==> config.mk <==
export PLATFORM = sky130hd
export DESIGN_NAME = simple_sequence_detector
export DESIGN_NICKNAME = d
export VERILOG_FILES = /design/src/rtl/simple_sequence_detector.sv
export SDC_FILE = /design/constraint.sdc
export NUM_CORES = 1
export LEC_CHECK = 0
export BUFFER_PORTS_ARGS = -buffer_cell sky130_fd_sc_hd__buf_2
export CAP_MARGIN = 20
export CELL_PAD_IN_SITES_DETAIL_PLACEMENT = 1
export CELL_PAD_IN_SITES_GLOBAL_PLACEMENT = 1
export CORE_AREA = 3 3 40 42
export DETAILED_ROUTE_END_ITERATION = 10
export DIE_AREA = 0 0 43 45
export HOLD_SLACK_MARGIN = 0.1
export PLACE_DENSITY = 0.42
export SLEW_MARGIN = 5
export SYNTH_ARGS = -nofsm -noshare
export SYNTH_HDL_FRONTEND = slang
export SYNTH_SLANG_ARGS = --single-unit
==> constraint.sdc <==
create_clock -name clk -period 1 [get_ports clk]
set_input_delay 0.05 -clock clk [delete_from_list [all_inputs] [get_ports clk]]
set_output_delay 0.05 -clock clk [all_outputs]
set_load 0.01 [all_outputs]
==> src/rtl/simple_sequence_detector.sv <==
// Serial 10110 detector with overlap; one-cycle registered pulse on detected.
// resetn is active-high and synchronous despite its name.
module simple_sequence_detector (
    input  logic clk,
    input  logic resetn,
    input  logic seq,
    input  logic valid,
    output logic detected
);

    typedef enum logic [2:0] {
        IDLE   = 3'd0,
        S1     = 3'd1,
        S10    = 3'd2,
        S101   = 3'd3,
        S1011  = 3'd4,
        S10110 = 3'd5
    } state_t;

    state_t state;

    always_ff @(posedge clk) begin
        if (resetn) begin
            state    <= IDLE;
            detected <= 1'b0;
        end else begin
            detected <= 1'b0;
            // seq is only looked at under valid, so X on an idle cycle never propagates
            case (state)
                IDLE:   if (valid) state <= seq ? S1    : IDLE;
                S1:     if (valid) state <= seq ? S1    : S10;
                S10:    if (valid) state <= seq ? S101  : IDLE;
                S101:   if (valid) state <= seq ? S1011 : S10;
                S1011:  if (valid) begin
                            state    <= seq ? S1 : S10110;
                            detected <= ~seq;
                        end
                S10110: if (valid) state <= seq ? S101  : IDLE;
                default: state <= IDLE;
            endcase
        end
    end

endmodule

==> run_results.csv <==
group,metric,value,unit
timing,fin_crit_sh,1.087,
worst_setup_path,crit_end,"state[2]",
status,status,"finished, violations left",
die,die_h,45,um
timing,rsz0062_at_grt,"true",
finish,diodes,0,
placement,dpl.hpwl,484.4,um
logic_synthesis,synthCells,23,
finish,nets,41,
route,first_pass_iters,2,
cts,clock_sinks,4,
worst_setup_path,critPathBufInv,1,
global_route,grt_pass1_vias,276,
power_and_ir_drop,power_density,1391,mW/mm2
route,num_vias,241,
route,ant_nets,0,
logic_synthesis,synth_compound_area_frac,0.2649,
timing,slew_violations,0,
power_and_ir_drop,p_leak,0.0001239,uW
timing,slew_headroom,0.7918,
route,wl_per_cell,12.60,um
cts,numCtsBuffers,3,
worst_setup_path,crit_fanout,3,
worst_setup_path,crit_path_start,"state[1]",
worst_setup_path,cp.depth,3,
route,met2_length,355,um
timing,fin_skew,1.010,ps
worst_setup_path,reg2reg_slack,-90,ps
global_route,overflow,0,
logic_synthesis,synthesis.area,188.9,um2
logic_synthesis,synth_top_family_by_area,"simple AND/OR/NAND/NOR gates",
power_and_ir_drop,irDropWorstVdd,0.0004730,V
die,num_rows,13,
logic_synthesis,yosysWarnings,0,
finish,synthToLayoutAreaGrowth,64.24,%
worst_setup_path,reg2reg_to,"state[2]",
route,highest_layer,"met4",
die,dieArea,0.001935,mm2
global_route,grt_max_degree,7,
timing,worstMarginPinSlew,304.5,ps
logic_synthesis,synth.area.mux_share,0,
die,start_util,0.1470,
placement,io_buffers,4,
logic_synthesis,netlist.area_leader.share,0.4238,
status,violations,"negative setup slack",
timing,tns,-86.66,ps
placement,place_area,260.3,um2
cts,cts_buffer_depth,2,
worst_setup_path,cp_cell_sequence,"inv_2 -> or4_4 -> a21oi_2",
finish,drive_gt1_frac,0.5714,
global_route,antenna_found_initial,0,
route,wl_met1,218,um
timing,setup_violations,1,
worst_setup_path,cp-start-kind,"flop",
finish,final_util,0.2415,
power_and_ir_drop,p_total,431.7,uW
hold_path,worst_hold_path_type,"in -> reg",
route,drc,0,
cts,clk_pin_slew,40,ps
worst_setup_path,cp.arrival,1260,ps
worst_setup_path,r2r_start,"state[1]",
logic_synthesis,synth_area_leaders,"dfxtp_1 42%, o21ai_0 7.9%, a21oi_1 5.3%",
cts,htreeDepth,1,
finish,final_cell_mix,"4 x buf_2, 4 x buf_4, 3 x o21ai_0, 3 x clkbuf_4, 3 x dfxtp_2",
route,wl,630,um
logic_synthesis,yosysSeqAreaShare,0.4238,
finish,final_area,310.3,um2
placement,place_congestion,0.6727,
global_route,grt_use_total,0.07571,
worst_setup_path,required,1170,ps
die,coreArea,0.001285,mm2
timing,fin_crit,1087,ps
flow_run,cap_violations,0,
logic_synthesis,ys_types,16,
timing,timing.final.ws_setup,-86.66,ps
die,die_x,43,um
worst_setup_path,reg2reg_depth,3,
route,vias_per_cell,4.820,
logic_synthesis,yosys.area.top_type,"dfxtp_1",
cts,cts_tree,"yes",
hold_path,min_path_cells,4,
worst_setup_path,crit_family,"simple AND/OR/NAND/NOR gates",
logic_synthesis,synth_xor_area_frac,0,
cts,root_buffer,"clkbuf_4",
global_route,grt_pass1_wl,1.048,mm
logic_synthesis,synth_adder_area_share,0,
worst_setup_path,crit_path_end_kind,"flop",
finish,layout.cells.non_filler,50,
logic_synthesis,synthSimpleGateAreaFrac,0.2715,
logic_synthesis,synth_seq_cells,4,
cts,insertion_delay,240,ps
logic_synthesis,syn_avg_cell_area,8.214,um2
route,drtIter0Drc,5,
route,dr_wl_met3,39,um
worst_setup_path,cpMaxStageDelayCell,"or4_4",
timing,max_freq,0.9203,GHz
worst_setup_path,cp_slowest_stage_delay,480,ps
timing,final_hold_viol_count,0,
die,design.portCount,5,
logic_synthesis,synth_fp_nets,27,
placement,dp.cells,46,
worst_setup_path,critPathKind,"reg -> reg",
final cells by class:
| type | instances | area [um2] |
|---|---|---|
| clock buffers | 3 | 22.52 |
| fillers | 155 | 974.7 |
| well taps | 15 | 18.77 |
| flip-flops and latches | 4 | 83.83 |
| inverters | 2 | 7.507 |
| repair buffers | 9 | 60.06 |
| multi-input cells | 17 | 117.6 |
worst min path at each step:
stage / startpoint / end / slack, ps
after floorplan: resetn / state[2] / 110
after global placement: resetn / state[2] / 260
after detailed placement: resetn / state[2] / 280
after CTS: seq / state[2] / 180
after global routing: seq / state[2] / 180
final: seq / state[2] / 170
per-layer routing:
metal / vias up / GRT usage
met5: - / 0
met3: 2 / 0.02390
met1: 118 / 0.05529
li1: 112 / -
met4: 0 / 0.05422
met2: 9 / 0.1587
flip-flops by register name, indices dropped and copies added, names as in the netlist:
signal / cells
state: 3
detected: 1
cells in the mapped netlist, drive strengths merged:
| master | instances |
|---|---|
| a22o | 1 |
| nand3b | 1 |
| dfxtp | 4 |
| a2111oi | 1 |
| nor2 | 2 |
| nand3 | 1 |
| o21a | 1 |
| inv | 2 |
| nor3 | 1 |
| or4 | 1 |
| o21ai | 3 |
| and3 | 1 |
| nand2 | 1 |
| nor4b | 1 |
| a21oi | 2 |
where the power goes:
part | switching (uW) | leakage (uW) | internal, uW
Clock | 77.3 | 0.0000138 | 135
Combinational | 25.8 | 0.0000763 | 24.4
Sequential | 3.87 | 0.0000338 | 165
stage by stage:
stage / worst slack [ps] / hold slack, ps
2_1_floorplan: -12.58 / 111.7
3_3_place_gp: -46.44 / 264.2
3_5_place_dp: -80.83 / 282.2
4_1_cts: -77.23 / 175.4
5_1_grt: -104.4 / 184.1
6_report: -86.66 / 169.3
worst register-to-register path: cells and delay by family, from the launching register on:
family                 cells  cell delay, ps
DFF                        1             340
and+or+nand+nor            1             480
AOI/OAI and AO/OA          1             140
buffers and inverters      1              50
cell families after synthesis:
logic type,count (synthesis)
buf+inv,2
flops,4
compound gates,8
simple gates,9
what timing repair did:
| item | CTS | global route |
|---|---|---|
| gates resized for setup | 3 | 2 |
| setup endpoints to repair | 2 | 2 |
| hold buffers | 1 | 0 |
| endpoints found under the hold margin | 2 | 0 |
| buffers inserted | 0 | 0 |
| pin swaps | 1 | 1 |
Power figures use the tool's default switching activity.
